## src/rtl/bounce_emulator.sv

```systemverilog
// bounce_emulator: turns each clean level change into a glitch burst
// of ON/OFF phases, fixed or LFSR-timed, then settles at the new level.
module bounce_emulator #(
  parameter int         BOUNCES   = 3,
  parameter int         MAX_PULSE = 4,
  parameter bit         RANDOM    = 1'b0,
  parameter logic [7:0] SEED      = 8'hA5
) (
  input  logic       clk,
  input  logic       rst,
  input  logic       en,
  input  logic       clean_in,
  output logic       noisy_out,
  output logic       busy,
  output logic       done,
  output logic [7:0] burst_cnt
);

  localparam int PW = $clog2(MAX_PULSE);
  localparam logic [7:0] SEED_EFF =
    (SEED == 8'h00) ? 8'h01 : SEED;
  localparam logic [PW-1:0] FIXED_M1 =
    PW'(MAX_PULSE - 1);
  localparam logic [3:0] GLITCHES = 4'(BOUNCES);

  typedef enum logic [1:0] {
    IDLE,
    ON,
    OFF
  } state_t;

  state_t        r_state;
  logic          r_noisy;
  logic          r_busy;
  logic          r_done;
  logic          r_target;
  logic          r_new;
  logic [7:0]    r_cnt;
  logic [7:0]    r_lfsr;
  logic [PW-1:0] r_phase;
  logic [3:0]    r_glitch;

  logic [7:0]    w_lfsr_next;
  logic [PW-1:0] w_len_m1;
  logic          w_start;

  // Galois form of x^8+x^6+x^5+x^4+1, shifting right
  assign w_lfsr_next = {
    r_lfsr[0],
    r_lfsr[7],
    r_lfsr[6] ^ r_lfsr[0],
    r_lfsr[5] ^ r_lfsr[0],
    r_lfsr[4] ^ r_lfsr[0],
    r_lfsr[3:1]
  };

  // phase counter holds length-1 and expires on zero
  assign w_len_m1 = RANDOM ? r_lfsr[PW-1:0]
                           : FIXED_M1;
  assign w_start  = en && (clean_in != r_target);

  always_ff @(posedge clk) begin
    if (rst) begin
      r_state  <= IDLE;
      r_noisy  <= 1'b0;
      r_busy   <= 1'b0;
      r_done   <= 1'b0;
      r_target <= 1'b0;
      r_new    <= 1'b0;
      r_cnt    <= 8'd0;
      r_lfsr   <= SEED_EFF;
      r_phase  <= '0;
      r_glitch <= 4'd0;
    end else begin
      r_lfsr <= w_lfsr_next;
      r_done <= 1'b0;
      unique case (r_state)
        IDLE: begin
          if (w_start) begin
            if (GLITCHES == 4'd0) begin
              r_noisy  <= clean_in;
              r_target <= clean_in;
              r_done   <= 1'b1;
              r_cnt    <= r_cnt + 8'd1;
            end else begin
              r_new    <= clean_in;
              r_noisy  <= clean_in;
              r_busy   <= 1'b1;
              r_glitch <= GLITCHES;
              r_phase  <= w_len_m1;
              r_state  <= ON;
            end
          end
        end
        ON: begin
          if (r_phase == '0) begin
            r_noisy <= ~r_new;
            r_phase <= w_len_m1;
            r_state <= OFF;
          end else begin
            r_phase <= r_phase - 1'b1;
          end
        end
        OFF: begin
          if (r_phase == '0) begin
            r_glitch <= r_glitch - 4'd1;
            r_noisy  <= r_new;
            if (r_glitch == 4'd1) begin
              r_target <= r_new;
              r_busy   <= 1'b0;
              r_done   <= 1'b1;
              r_cnt    <= r_cnt + 8'd1;
              r_state  <= IDLE;
            end else begin
              r_phase <= w_len_m1;
              r_state <= ON;
            end
          end else begin
            r_phase <= r_phase - 1'b1;
          end
        end
        default: r_state <= IDLE;
      endcase
    end
  end

  assign noisy_out = r_noisy;
  assign busy      = r_busy;
  assign done      = r_done;
  assign burst_cnt = r_cnt;

endmodule

```

## config.mk

```make
export PLATFORM = sky130hd
export DESIGN_NAME = bounce_emulator
export DESIGN_NICKNAME = d
export VERILOG_FILES = /design/src/rtl/bounce_emulator.sv
export SDC_FILE = /design/constraint.sdc
export NUM_CORES = 1
export LEC_CHECK = 0
export CELL_PAD_IN_SITES_DETAIL_PLACEMENT = 0
export CELL_PAD_IN_SITES_GLOBAL_PLACEMENT = 1
export CORE_MARGIN = 5
export CORE_UTILIZATION = 40
export DETAILED_ROUTE_END_ITERATION = 16
export GPL_ROUTABILITY_DRIVEN = 0
export PLACE_DENSITY = 0.81
export SYNTH_ARGS = -nofsm -noshare
export SYNTH_HDL_FRONTEND = slang
export SYNTH_SLANG_ARGS = --single-unit
```

## constraint.sdc

```tcl
create_clock -name clk -period 5.54 [get_ports clk]
set_clock_uncertainty 0.15 [all_clocks]
set_input_delay 0.554 -clock clk [delete_from_list [all_inputs] [get_ports clk]]
set_output_delay 0.554 -clock clk [all_outputs]
set_load 0.05 [all_outputs]
```

==> key figures <==
Global routing
  – Vias in the first global route: 963
  – Initial antenna violation count: 0
  – Grt total ovfl: 0
  – First-pass GRT wire length: 4512 microns
  – Largest net degree at the start of global routing: 24
  – Tot GR Track Use: 0.1353

Floorplanning
  – Core ar.: 2758 sq um
  – Total I/O pin count: 15
  – Height of the die: 63.56 microns
  – Width of the die: 63.56 microns
  – Row count: 19
  – Initial Util: 0.4161
  – Die Area: 4039 sq um

Min path
  – Hold path start: noisy_out
  – Worst min path class: register to register

Worst setup path
  – Worst R2R Start: r_state[1]
  – CP max stage delay: 0.84 ns
  – Worst setup path start: burst_cnt[5]
  – CP cell instances: clkdlybuf4s50_1
  – Cell family with most CP delay: buffers and inverters
  – Critical Path End Type: output port
  – Worst Path Max Fanout: 4
  – Critical Path RT: 4.84 ns
  – Slowest cell on crit path: clkdlybuf4s50_1
  – Worst EP arrival: 1.57 ns
  – Crit path kind: register to output port
  – Buf+Inv Stages, Crit Path: 1
  – Setup crit start kind: register

Synth
  – Asr flop ratio synth: 0
  – Number of synthesized flops with an enable pin: 0
  – Synth Cell Area: 1147 sq um
  – Sequential area share after synthesis: 0.3664
  – Dominant cells by area after synthesis: dfxtp_1 37%, ha_1 9.8%, nor2_1 4.3%, a21oi_1 3.9%, mux2i_1 3.5%
  – Yosys top cell by area: dfxtp_1
  – Most common cell in the netlist: dfxtp_1
  – Synthesized instance count: 127
  – Yosys top cell area share: 0.3664
  – Synth Register Bits: 21
  – Syn Nets: 140
  – Yosys warns: 0
  – Yosys cell types: 43
  – Syn_area_per_cell: 9.034 sq um
  – Commonest register cell after synthesis: dfxtp_1
  – Synth top cells by count: 21 x dfxtp_1, 13 x nor2_1, 9 x a21oi_1, 9 x ha_1, 7 x inv_1

STA
  – Worst-Margin Slew: 0.7862 ns
  – Max-slew violation count: 0
  – Worst relative slew slack: 0.4742
  – Final-report hold violation count: 0
  – Fin crit share: 0.4100
  – WHS: 0.3360 ns
  – Setup TNS: 0 ns
  – Final period demand of the worst path: 2.272 ns
  – Fmax: 440.2 MHz
  – RSZ-0062 raised after global routing: no
  – Setup-failing EPs final: 0

Finish
  – Area Overhead vs Synth: 16.47%
  – Post-Layout Inst Area: 1336 sq um
  – N_diodes: 0
  – Layout Nets: 155
  – Util after Layout: 0.4846
  – Share of cells above drive strength 1: 0.07801

Status
  – Status: completed

Clock tree
  – Clk root buf: clkbuf_4
  – Hold-fix buffers at CTS: 0
  – Htree depth: 1
  – Num Clock Sinks: 21
  – CTS tree: built
  – TritonCTS Buffers: 3
  – Post-CTS Setup Repair Bufs: 0
  – Clock slew at reported path FFs: 0.13 ns
  – Post-CTS Resized: 0
  – Skew-Pair Late Insertion Delay: 0.31 ns
  – Max clock buf depth: 2

Route
  – WL met1: 1147 microns
  – DR WL/cell: 14.49 microns
  – DRT Pass-1 Iters: 4
  – Post-DR vias/cell: 5.593
  – Post-route DRC: 0
  – DR iter-0 viols: 10
  – Antenna viol nets, final: 0
  – Met2 wire length: 1182 microns
  – Top layer in use: met4
  – Detail Route met3 WL: 102 microns
  – DR vias: 962
  – Routed WL: 2492 microns

Power
  – VDD IR-drop max: 0.1415 mV
  – P_leak: 0.4921 nW
  – Power Density: 268.3 nW/um^2

Flow run
  – Maxcap violations: 0

Placement
  – # port buffers: 14
  – Hpwl dp: 1817 microns
  – Post-DP Area: 1309 sq um
-- kinds of logic (layout without fill, tap and decap cells) --
logic type      count (synthesis)  in the layout  synth area share
xor+xnor                        8              8           0.06762
flops                          21             21            0.3664
compound gates                 28             28            0.1734
mux                             4              4           0.03490
fa+ha+maj                       9              9           0.09815
buf+inv                        11             25           0.03817
simple gates                   46             46            0.2214
-- report_power, final --
part	total [mW]	internal [mW]	leakage [nW]	switching (mW)
Clock	0.0784	0.0270	0.0177	0.0514
Sequential	0.172	0.162	0.171	0.00987
Combinational	0.108	0.0449	0.304	0.0632
-- per-layer routing --
metal,global-route usage,vias up
li1,-,478
met2,0.2132,32
met4,0.05195,0
met3,0.02487,8
met5,0,-
met1,0.1814,444
-- path summary, 6_finish.rpt --
path | end | slack [ns] | cells after the start
worst max register to register | r_phase[1] | 3.34 | 5
worst max-delay path | burst_cnt[5] | 3.27 | 1
worst min register to register | noisy_out | 0.34 | 2
worst min-delay path | noisy_out | 0.34 | 2
-- through the flow --
step	setup WS, ns	cells	power (mW)
after floorplan	3.729	127	0.2533
after global placement	3.189	168	0.2779
after detailed placement	3.072	168	0.2827
after CTS	3.251	172	0.3601
after global routing	3.144	172	0.3821
final	3.268	172	0.3585
-- state kept, by name (all words and copies together) (netlist names), 2 cells and up --
name / cells
r_state: 2
burst_cnt: 8
r_glitch: 4
r_phase: 2
-- final cells by class --
cell class | count | area (sq um)
clock buffer | 3 | 22.52
clock inverter | 1 | 5.005
fill | 256 | 1421
inverter | 7 | 26.28
multi-input combinational | 95 | 683.2
sequential | 21 | 420.4
tap | 31 | 38.79
timing repair buffer | 14 | 140.1
-- layout by cell type (no fill, tap or decap), drive strengths merged, types with 2 or more instances in the layout --
master	count
nor2b	2
nor4	2
nand2	6
xnor2	4
o21ai	3
nand2b	3
a211oi	2
nor2	13
mux2i	4
inv	7
a21oi	9
a311oi	2
clkdlybuf4s50	14
xor2	4
clkbuf	3
nand3	3
ha	9
and2	4
nand4	2
dfxtp	21
o21bai	2
nor3	3
No activity file was read; power rests on OpenSTA's default activity.
==> edit 1 (config.mk and constraints unchanged) <==
Register the output `done` once more, with the module's reset; this adds one clock of latency there. The other outputs are not delayed to match.
--- a/src/rtl/bounce_emulator.sv
+++ b/src/rtl/bounce_emulator.sv
@@ -126,7 +126,13 @@
 
   assign noisy_out = r_noisy;
   assign busy      = r_busy;
-  assign done      = r_done;
+  always_ff @(posedge clk) begin
+    if (rst) begin
+      done <= '0;
+    end else begin
+      done <= r_done;
+    end
+  end
   assign burst_cnt = r_cnt;
 
 endmodule
Function: no difference found for any inputs over 10 cycles, from zero or initial values and one cycle with rst high; that may be too few to reach the edited logic, so the function may still have changed.
==> edit 1 against the unedited design <==
Wire length decreased by 6.3%; cell count is 5.8% higher; power up 7.1%; final area increased by 0.19%; highest routed layer unchanged; sequential cell count grew 1; critical path type unchanged; area after synthesis shrank 0.33%; worst setup slack improved by 0.0028 ns; sequential power is 5% higher; via count increased by 1.5%.
==> edit 1: results (changes against the unedited design) <==
| Metric | Value |
|---|---|
| WL/cell | 12.8 um (was 14.5 um) |
| Share of layout cells above drive strength 1 | 3.97% (was 7.80%) |
| Vias in the first global route | 892 (was 963) |
| First-pass GRT wire length | 4110 um (was 4510 um) |
| Library cells used by synthesis | 34 (was 43) |
| Final HPWL DP | 1720 um (was 1820 um) |
| Status | finished, final reports clean (unchanged) |
| Worst setup startpoint | burst_cnt[5] (unchanged) |
| PostCTS Resize Cnt | 0 (unchanged) |
| Synth area leaders | dfxtp_1 (39%), ha_1 (9.8%), xnor2_1 (6.1%) (was dfxtp_1 (37%), ha_1 (9.8%), nor2_1 (4.3%)) |
| First-pass iteration count of the detailed router | 4 (unchanged) |
| Post-Syn Instances | 138 (was 127) |
| Static Leak | 0.481 nW (was 0.492 nW) |
| Filler Cell Count | 287 (was 256) |
| Synth top cells by count | dfxtp_1 (22), nor2_1 (16), nand2_1 (14) (was dfxtp_1 (21), nor2_1 (13), a21oi_1 (9), ha_1 (9), inv_1 (7)) |
| Vias per inst | 5.36 (was 5.59) |
| Largest net degree at the start of global routing | 23 (was 24) |
| Worst-Margin Slew | 0.809 ns (was 0.786 ns) |
| Nets@finish | 165 (was 155) |
| Initial antenna violation count | 0 (unchanged) |
| Min-delay src | r_done (was noisy_out) |
| Max VDD drop | 0.000223 V (was 0.000142 V) |
| All-Layer GR Usage | 12.4% (was 13.5%) |
| Clk pin slew, worst setup/hold paths | 0.13 ns (about the same) |
| Seq/Total Area, Yosys | 38.5% (was 36.6%) |
| DR iter-0 viols | 28 (was 10) |
==> edit 1: cell types whose count changed after synthesis, sizes merged, moves of 3 or more <==
cell,unedited run,this run
inv,7,10
xnor2,4,8
nand2b,3,0
nor4,2,5
o21ai,3,8
a21oi,9,12
xor2,4,1
nor2,13,16
and2,4,1
nand2,6,14
==> edit 1: final cells by class <==
type	count	area share [%]
timing repair buffer	14	10.5
inverter	10	2.80
sequential	22	32.9
multi-input combinational	101	48.2
clock buffer	4	2.71
tap	31	2.90
==> edit 1: power breakdown <==
group | internal [W] | total, W | leakage (nW) | switching, W
Combinational | 0.0000442 | 0.000116 | 0.281 | 0.0000720
Sequential | 0.000170 | 0.000181 | 0.179 | 0.0000109
Clock | 0.0000401 | 0.0000868 | 0.0210 | 0.0000467
==> edit 1: logic make-up (layout without fill, tap and decap cells) <==
kind of cell	after synthesis	count (layout)	synth area share [%]
simple gates	51	51	21.6
compound gates	30	30	16.4
flops	22	22	38.5
buf+inv	15	28	5.03
fa+ha+maj	9	9	9.85
xor+xnor	9	9	6.89
mux	2	2	1.75
==> edit 1: final timing paths <==
| check | endpoint | slack [ns] | depth (start not counted) |
|---|---|---|---|
| max reg2reg | burst_cnt[7] | 3.39 | 5 |
| max | burst_cnt[5] | 3.27 | 1 |
| min | done | 0.30 | 1 |
| min reg2reg | done | 0.30 | 1 |
==> edit 1: per-layer routing <==
layer	vias to the layer above	wire [um]	track usage [%]
li1	513	-	-
met1	447	1180	17.1
met2	14	1060	19.4
met3	2	86	3.73
met4	0	10	1.56
met5	-	0	0
==> edit 1: through the flow <==
step | instance area (um^2) | setup slack, ns
finish | 1340 | 3.27
detailed placement | 1300 | 3.18
global route | 1340 | 3.20
global placement | 1300 | 3.21
floorplan | 1140 | 3.77
CTS | 1340 | 3.25
==> edit 2 (same flow settings) <==
Without the edit above. Set the parameter `RANDOM` to 1'b1 (it was 1'b0).
--- a/src/rtl/bounce_emulator.sv
+++ b/src/rtl/bounce_emulator.sv
@@ -3,7 +3,7 @@
 module bounce_emulator #(
   parameter int         BOUNCES   = 3,
   parameter int         MAX_PULSE = 4,
-  parameter bit         RANDOM    = 1'b0,
+  parameter bit         RANDOM    = 1'b1,
   parameter logic [7:0] SEED      = 8'hA5
 ) (
   input  logic       clk,
Check against the original RTL: not equivalent (a bounded check fails within 4 cycles, from zero or initial values and one cycle with rst high).
==> edit 2 against the unedited design <==
Non-clock buffer count rose by 2; global-route usage rose by 0.48 points; wire length rose by 18%; count of clock-buffer cells in the layout rose by 4; sequential power rose by 41%; critical path type unchanged; critical path depth did not move; area after synthesis rose by 18%; worst setup slack got worse by 0.044 ns; power rose by 53%; final area rose by 22%; sequential cell count rose by 8; highest routed layer unchanged; register-to-register slack improved by 0.08 ns; clock power rose by 130%.
==> edit 2: results (changes against the unedited design) <==
| Metric | Value |
|---|---|
| #MultiIn Comb | 108 (was 95) |
| Clk pin slew, worst setup/hold paths | 0.09 ns (was 0.13 ns) |
| Hold WC Path Type | reg2reg (unchanged) |
| Final HPWL DP | 2030 um (was 1820 um) |
| CTS Buf Count | 5 (was 3) |
| Nets@finish | 182 (was 155) |
| Register area | 581 um^2 (was 420 um^2) |
| Library cells used by synthesis | 40 (was 43) |
| Synth area leaders | dfxtp_1 (43%), ha_1 (7.4%), nor2_1 (3.9%) (was dfxtp_1 (37%), ha_1 (9.8%), nor2_1 (4.3%)) |
| Metal2 WL | 1360 um (was 1180 um) |
| Footprint of the multi-input gates | 712 um^2 (was 683 um^2) |
| Max VDD drop | 0.000144 V (was 0.000142 V) |
| M1 GR Usage | 18.0% (was 18.1%) |
| Fraction of area in multi-input gates | 43.7% (was 51.1%) |
| Routed wl met3 | 116 um (was 102 um) |
| Synth Area in Compound Gates | 18.3% (was 17.3%) |
| DRT met1 WL | 1400 um (was 1150 um) |
| R2R Setup Slk | 3.42 ns (was 3.34 ns) |
| CP endpoint | burst_cnt[3] (was burst_cnt[5]) |
| Vias per inst | 5.29 (was 5.59) |
| Non-CTS inverters | 10 (was 7) |
| Share of layout cells above drive strength 1 | 8.19% (was 7.80%) |
| GRT met2 Usage | 21.2% (was 21.3%) |
| Crit path max fanout | 6 (was 4) |
| Mux contribution to synthesized area | 1.48% (was 3.49%) |
| Layout clock buffer count | 7 (was 3) |
| Worst setup startpoint | burst_cnt[3] (was burst_cnt[5]) |
| Post-Syn Nets | 164 (was 140) |
| Largest net degree at the start of global routing | 26 (was 24) |
| Worst r2r src | r_state[1] (unchanged) |
| Signal buffers | 16 (was 14) |
| NonClk Buf Share | 9.53% (was 10.5%) |
| Vias in the first global route | 1115 (was 963) |
| Post-synthesis adder-cell area fraction | 7.41% (was 9.81%) |
| Seq/Total Area, Yosys | 43.0% (was 36.6%) |
| DR iter-0 viols | 54 (was 10) |
| Clock power share | 33.4% (was 21.9%) |
| FF-to-FF End | burst_cnt[5] (was r_phase[1]) |
| Post-DP Area | 1540 um^2 (was 1310 um^2) |
| Clock Network Area Fraction | 5.23% (was 2.06%) |
| Worst path arrival time | 1.61 ns (was 1.57 ns) |
| Logic pwr share | 22.4% (was 30.2%) |
| All-Layer GR Usage | 14.0% (was 13.5%) |
| Grt met3 use | 4.11% (was 2.49%) |
| Static Leak | 0.636 nW (was 0.492 nW) |
| First-pass GRT wire length | 4840 um (was 4510 um) |
| FFs & Latches | 29 (was 21) |
| Slew headroom | 42.4% (was 47.4%) |
| Filler Cell Count | 335 (was 256) |
| Post-Synth XOR/XNOR Area | 6.48% (was 6.76%) |
| Layout Cells excl Fill | 217 (was 172) |
| Core area | 3310 um^2 (was 2760 um^2) |
| Status | finished, final reports clean (unchanged) |
| Internal Power | 0.000382 W (was 0.000234 W) |
| Worst-skew pair later-pin latency | 0.33 ns (was 0.31 ns) |
| WL/cell | 13.6 um (was 14.5 um) |
## edit 2: cell count changes after synthesis, moves of 3 or more
cell,change
nand3_1,+3
and2_1,-3
a31oi_1,+3
or2_2,+3
o21ai_0,+6
xor2_1,+3
nand2_1,+4
inv_1,+3
dfxtp_1,+8
## edit 2: cell families after synthesis
| family | after synthesis |
|---|---|
| AOI/OAI and AO/OA | 38 |
| xor gates and xnor gates | 10 |
| adders and majority gates | 8 |
| buffers and inverters | 15 |
| DFF | 29 |
| muxes | 2 |
| and+or+nand+nor | 50 |
## edit 2: how the worst min path moves through the flow
stage	start	depth (start not counted)	endpoint	slack, ns
2_1_floorplan	r_lfsr[3]	1	r_lfsr[2]	0.24
3_3_place_gp	r_lfsr[3]	1	r_lfsr[2]	0.24
3_5_place_dp	r_lfsr[3]	1	r_lfsr[2]	0.25
4_1_cts	r_lfsr[3]	1	r_lfsr[2]	0.27
5_1_grt	r_lfsr[3]	1	r_lfsr[2]	0.30
6_report	r_lfsr[3]	1	r_lfsr[2]	0.27
